$ cat config.mk
export PLATFORM = sky130hd
export DESIGN_NAME = msg_select_ctrl
export DESIGN_NICKNAME = d
export VERILOG_FILES = /design/src/rtl/msg_sel_pkg.sv /design/src/rtl/btn_debounce.sv /design/src/rtl/msg_select_ctrl.sv
export SDC_FILE = /design/constraint.sdc
export NUM_CORES = 1
export LEC_CHECK = 0
export BUFFER_PORTS_ARGS = -buffer_cell sky130_fd_sc_hd__buf_2
export CAP_MARGIN = 5
export CORE_MARGIN = 2
export CORE_UTILIZATION = 52
export CTS_BUF_LIST = sky130_fd_sc_hd__clkbuf_2 sky130_fd_sc_hd__clkbuf_4 sky130_fd_sc_hd__clkbuf_8
export DETAILED_ROUTE_END_ITERATION = 7
export GPL_ROUTABILITY_DRIVEN = 0
export GPL_TIMING_DRIVEN = 1
export PLACE_DENSITY = 0.68
export SLEW_MARGIN = 20
export SYNTH_ARGS = -nofsm -noshare
export SYNTH_HDL_FRONTEND = slang
export SYNTH_SLANG_ARGS = --single-unit
$ cat constraint.sdc
create_clock -name clk -period 2.6 [get_ports clk]
set_input_delay 0.52 -clock clk [delete_from_list [all_inputs] [get_ports clk]]
set_output_delay 0.52 -clock clk [all_outputs]
set_load 0.02 [all_outputs]
$ cat src/rtl/msg_sel_pkg.sv
// Shared types and constants for the message-select controller.
package msg_sel_pkg;

    localparam int unsigned MNS_W = 4;

    typedef enum logic [1:0] {
        StPowerup = 2'd0,
        StIdle    = 2'd1,
        StHold    = 2'd2
    } state_e;

    // Counter width able to hold 0..n-1, never narrower than one bit.
    function automatic int unsigned cnt_width(input int unsigned n);
        return (n > 1) ? $clog2(n) : 1;
    endfunction

endpackage

$ cat src/rtl/btn_debounce.sv
// Button conditioning: 2-flop synchronizer, stability debouncer and a
// one-cycle pulse on the debounced press (release gives no pulse).
module btn_debounce
    import msg_sel_pkg::*;
#(
    parameter int unsigned DEBOUNCE_CYCLES = 1_000_000
) (
    input  logic clk,
    input  logic reset,
    input  logic btn_i,
    output logic rise_o
);

    localparam int unsigned CntW = cnt_width(DEBOUNCE_CYCLES);
    localparam logic [CntW-1:0] CntLast = CntW'(DEBOUNCE_CYCLES - 1);

    logic            sync1_q, sync2_q;
    logic            level_q, level_d;
    logic            level_dly_q;
    logic [CntW-1:0] cnt_q, cnt_d;

    // The count only survives while every cycle disagrees with the accepted level.
    always_comb begin
        level_d = level_q;
        cnt_d   = '0;
        if (sync2_q != level_q) begin
            if (cnt_q == CntLast) begin
                level_d = ~level_q;
            end else begin
                cnt_d = cnt_q + 1'b1;
            end
        end
    end

    always_ff @(posedge clk) begin
        if (reset) begin
            sync1_q     <= 1'b0;
            sync2_q     <= 1'b0;
            level_q     <= 1'b0;
            level_dly_q <= 1'b0;
            cnt_q       <= '0;
        end else begin
            sync1_q     <= btn_i;
            sync2_q     <= sync1_q;
            level_q     <= level_d;
            level_dly_q <= level_q;
            cnt_q       <= cnt_d;
        end
    end

    assign rise_o = level_q & ~level_dly_q;

endmodule

$ cat src/rtl/msg_select_ctrl.sv
// Message selector for the LCD: power-up wait, next/prev buttons, post-change hold.
// Optional auto-advance in IDLE when MSG_SEL_AUTO_CYCLE_EN is defined.
module msg_select_ctrl
    import msg_sel_pkg::*;
#(
    parameter int unsigned NUM_MSG         = 2,
    parameter int unsigned POWERUP_CYCLES  = 2_500_000,
    parameter int unsigned DEBOUNCE_CYCLES = 1_000_000,
    parameter int unsigned HOLD_CYCLES     = 15_000_000,
    parameter int unsigned AUTO_CYCLES     = 150_000_000
) (
    input  logic             clk,
    input  logic             reset,
    input  logic             btn_next_i,
    input  logic             btn_prev_i,
    output logic             ready_o,
    output logic [MNS_W-1:0] mns_o,
    output logic             change_o
);

    localparam int unsigned TmrMax = (POWERUP_CYCLES > HOLD_CYCLES) ? POWERUP_CYCLES : HOLD_CYCLES;
    localparam int unsigned TmrW   = cnt_width(TmrMax);
    localparam logic [TmrW-1:0]  PwrLast  = TmrW'(POWERUP_CYCLES - 1);
    localparam logic [TmrW-1:0]  HoldLast = TmrW'(HOLD_CYCLES - 1);
    localparam logic [MNS_W-1:0] MnsLast  = MNS_W'(NUM_MSG - 1);

    state_e           state_q, state_d;
    logic [TmrW-1:0]  timer_q, timer_d;
    logic [MNS_W-1:0] mns_q, mns_d;
    logic             ready_q, ready_d;
    logic             change_q, change_d;
    logic             next_rise, prev_rise;
    logic             go_next, go_prev;
    logic             auto_fire;

    btn_debounce #(
        .DEBOUNCE_CYCLES (DEBOUNCE_CYCLES)
    ) u_db_next (
        .clk    (clk),
        .reset  (reset),
        .btn_i  (btn_next_i),
        .rise_o (next_rise)
    );

    btn_debounce #(
        .DEBOUNCE_CYCLES (DEBOUNCE_CYCLES)
    ) u_db_prev (
        .clk    (clk),
        .reset  (reset),
        .btn_i  (btn_prev_i),
        .rise_o (prev_rise)
    );

    // Simultaneous next and prev cancel each other.
    assign go_next = next_rise & ~prev_rise;
    assign go_prev = prev_rise & ~next_rise;

    always_comb begin
        state_d = state_q;
        timer_d = timer_q;
        mns_d   = mns_q;
        ready_d = ready_q;
        unique case (state_q)
            StPowerup: begin
                if (timer_q == PwrLast) begin
                    state_d = StIdle;
                    timer_d = '0;
                    ready_d = 1'b1;
                end else begin
                    timer_d = timer_q + 1'b1;
                end
            end
            StIdle: begin
                if (go_next || (auto_fire && !go_prev)) begin
                    mns_d   = (mns_q == MnsLast) ? '0 : mns_q + 1'b1;
                    state_d = StHold;
                    timer_d = '0;
                end else if (go_prev) begin
                    mns_d   = (mns_q == '0) ? MnsLast : mns_q - 1'b1;
                    state_d = StHold;
                    timer_d = '0;
                end
            end
            StHold: begin
                if (timer_q == HoldLast) begin
                    state_d = StIdle;
                    timer_d = '0;
                end else begin
                    timer_d = timer_q + 1'b1;
                end
            end
            default: begin
                state_d = StPowerup;
                timer_d = '0;
            end
        endcase
        // A single-message build wraps onto itself, so no pulse is produced.
        change_d = (mns_d != mns_q);
    end

`ifdef MSG_SEL_AUTO_CYCLE_EN
    localparam int unsigned AutoW = cnt_width(AUTO_CYCLES);
    localparam logic [AutoW-1:0] AutoLast = AutoW'(AUTO_CYCLES - 1);

    logic [AutoW-1:0] auto_q, auto_d;

    assign auto_fire = (state_q == StIdle) && (auto_q == AutoLast);

    // Counts idle cycles only; any step into HOLD starts the period over.
    always_comb begin
        auto_d = '0;
        if ((state_q == StIdle) && (state_d == StIdle)) begin
            auto_d = auto_q + 1'b1;
        end
    end

    always_ff @(posedge clk) begin
        if (reset) begin
            auto_q <= '0;
        end else begin
            auto_q <= auto_d;
        end
    end
`else
    // AUTO_CYCLES has no role without auto-advance; the term folds to zero.
    assign auto_fire = 1'b0 & (AUTO_CYCLES == 0);
`endif

    always_ff @(posedge clk) begin
        if (reset) begin
            state_q  <= StPowerup;
            timer_q  <= '0;
            mns_q    <= '0;
            ready_q  <= 1'b0;
            change_q <= 1'b0;
        end else begin
            state_q  <= state_d;
            timer_q  <= timer_d;
            mns_q    <= mns_d;
            ready_q  <= ready_d;
            change_q <= change_d;
        end
    end

    assign ready_o  = ready_q;
    assign mns_o    = mns_q;
    assign change_o = change_q;

endmodule

==> impl_metrics.csv <==
group,metric,value,unit
worst_setup_path,crit_family,"simple AND/OR/NAND/NOR gates",
sta,finalClockSkew,0.00501,ns
worst_setup_path,critPathSlowestCell,"nor4_1",
clock_tree,cts_tree,"built",
layout,fin_util,58.5,%
worst_setup_path,max_stage_delay,0.54,ns
global_routing,grt_pass1_wl,13.7,mm
placement,io_buffer_count,9,
worst_setup_path,worstPathMaxFanout,13,
worst_setup_path,path_class,"register to register",
synth,ys_ff_latch,80,
sta,fin_hold_ws,0.387,ns
clock_tree,cts-root-buf,"clkbuf_8",
synth,yosys-top-cells-count,"dfxtp_1 (80), nor2_1 (70), nand2_1 (41)",
run_status,outcome,"finished clean",
sta,slew_headroom,56.9,%
clock_tree,cts_setup_buffers,0,
global_routing,grt_max_degree,24,
global_routing,antenna_found_initial,0,
sta,finalSetupTns,0,ns
clock_tree,cts.repair.resized,0,
sta,drv_slew,0,
synth,synth-edff-count,0,
detailed_routing,vias,3298,
detailed_routing,dr.pass1.iters,4,
synth,synth_area_leader_cell,"dfxtp_1",
pwr,ir_drop,0.000358,V
worst_setup_path,start_kind,"register",
layout,finish.instance_area,0.00429,sq mm
synth,syn_area,0.00398,sq mm
die,die_area,0.00836,sq mm
layout,drive_gt1_share,10.9,%
job,drv_cap,0,
global_routing,grt_usage,19.9,%
sta,finalHoldViolCount,0,
synth,synth_cells,463,
die,pin_count,10,
synth,synth_nets,472,
global_routing,first_global_vias,3049,
sta,setup_viol,0,
sta,worst_slew_pin_slew,0.646,ns
die,die-width,91.4,microns
sta,finalCriticalPeriod,2.30,ns
clock_tree,clock-sinks,80,
sta,grt_setup_unrepaired,"false",
clock_tree,path_clk_slew,0.08,ns
pwr,power_density,485,mW/mm^2
synth,yosys-top-cells-area,"dfxtp_1 (40%), nor2_1 (6.6%), xor2_1 (4.6%)",
worst_setup_path,arrival,2.53,ns
worst_hold_path,min_path_type,"input pin to register",
global_routing,grt_overflow,0,
worst_setup_path,crit_required,2.84,ns
layout,fin_nets,484,
synth,synth_most_common_cell,"dfxtp_1",
placement,dp.cells,563,
detailed_routing,wire_per_inst,13.5,microns
detailed_routing,wirelength,7.81,mm
clock_tree,cts_max_level,3,
layout,instances_no_fill,578,
synth,synthFlopType,"dfxtp_1",
detailed_routing,postRouteAntennaNets,0,
detailed_routing,vias_per_cell,5.71,
synth,ys_types,65,
synth,syn_area_per_cell,8.59,sq um
synth,ys_warn_count,0,
die,coreArea,0.00733,sq mm
clock_tree,clk_latency,0.34,ns
worst_setup_path,path_cells,"ha_1 -> and4_1 -> nand2_1 -> nor4_1 -> or3_1 -> buf_4 -> nor2_1",
worst_setup_path,cp.buffers_inverters,1,
pwr,power_leakage,1.48,nW
clock_tree,cts_buffers,9,
detailed_routing,drt-initial-drc-count,104,
synth,ys_seq_area_share,40.3,%
detailed_routing,drc,0,
layout,syn_to_final_growth,7.93,%
die,fp.dieH,91.4,microns
clock_tree,clock_path_buffers,2,
worst_setup_path,endpoint_kind,"register",
sta,fmax,435,MHz
die,core.rowCount,31,
sta,min_period_over_period,88.4,%
die,initial_core_util,54.2,%
layout,num-fill-cells,646,
placement,dpl.hpwl,5.49,mm
clock_tree,hold_buffers,0,
layout,antenna_cells,0,
synth,synth_top_area_share,40.3,%
synth,async_reset_ff_share,0,%
placement,placed_area,0.00413,sq mm
-- report_power, final --
part | switching (mW) | total [mW] | internal [mW]
registers | 0.0181 | 1.26 | 1.24
clock network | 0.434 | 0.771 | 0.338
logic | 0.0298 | 0.0519 | 0.0221
-- flip-flops by register name (all words and copies together), names as in the netlist, 2 cells and up --
signal	cells
timer_q	24
u_db_next.cnt_q	20
u_db_prev.cnt_q	20
mns_o	4
state_q	2
-- layout make-up --
type                            count  area [sq um]  share of cell area, %
Clock buffer                        9           124                   2.89
Sequential cell                    80          1600                   37.3
Tap cell                           99           124                   2.89
Clock inverter                      6          36.3                  0.845
Timing Repair Buffer               21           135                   3.15
Inverter                           13          48.8                   1.14
Multi-Input combinational cell    350          2220                   51.8
-- cell families (layout without fill, tap and decap cells) --
kind of cell	count (synthesis)	count (layout)	synth area share (%)
AND/OR/NAND/NOR	228	228	29.8
flip-flops	80	80	40.3
AO/OA/AOI/OAI	75	75	15.2
XOR/XNOR	39	39	8.59
buffers and inverters	33	49	3.84
adder cells (fa/ha/maj)	5	5	1.57
multiplexers	3	3	0.755
-- metrics by stage --
| step | power [mW] | setup slack (ns) |
|---|---|---|
| finish | 2.08 | 0.303 |
| global route | 2.17 | 0.124 |
| CTS | 2.11 | 0.295 |
| detailed placement | 1.34 | 0.309 |
| global placement | 1.34 | 0.379 |
| floorplan | 1.32 | 0.700 |
-- final timing paths --
path | start | endpoint | slack (ns) | cells past startpoint
max | u_db_prev.cnt_q[0]$_SDFF_PP0_ | u_db_prev.cnt_q[3]$_SDFF_PP0_ | 0.30 | 7
min | btn_next_i | u_db_next.sync1_q$_SDFF_PP0_ | 0.39 | 2
max reg2reg | u_db_prev.cnt_q[0]$_SDFF_PP0_ | u_db_prev.cnt_q[3]$_SDFF_PP0_ | 0.30 | 7
min reg2reg | u_db_next.sync1_q$_SDFF_PP0_ | u_db_next.sync2_q$_SDFF_PP0_ | 0.45 | 1
-- cells in the final DEF (no fill, tap or decap), types with 4 or more instances in the layout --
master	netlist	layout
a21oi_1	4	4
nand2b_1	4	4
inv_1	13	13
dfxtp_1	80	80
a221oi_1	7	7
nor4_1	5	5
xor2_1	21	21
nor4b_1	4	4
a211oi_1	6	6
clkbuf_8	0	9
buf_2	5	9
nor2_1	70	70
nand3_1	25	25
nor2b_1	9	9
and3_1	11	11
or3_1	5	5
nand2_1	41	41
ha_1	5	5
a21o_1	8	8
nand4_1	13	13
nor3_1	10	10
o31ai_1	4	4
and2_1	6	6
o211ai_1	9	9
xnor2_1	18	18
o21ai_0	6	6
clkinv_2	0	4
buf_4	0	12
and4_1	7	7
-- metal layers --
metal	track usage (%)	share of wire [%]	routed length, microns	vias to the layer above
li1	-	-	-	1680
met1	25.3	50	3890	1553
met2	32.3	46	3610	61
met3	5.81	3.4	262	4
met4	6.31	0.63	49	0
met5	0	0	0	-
Power figures use the tool's default switching activity.
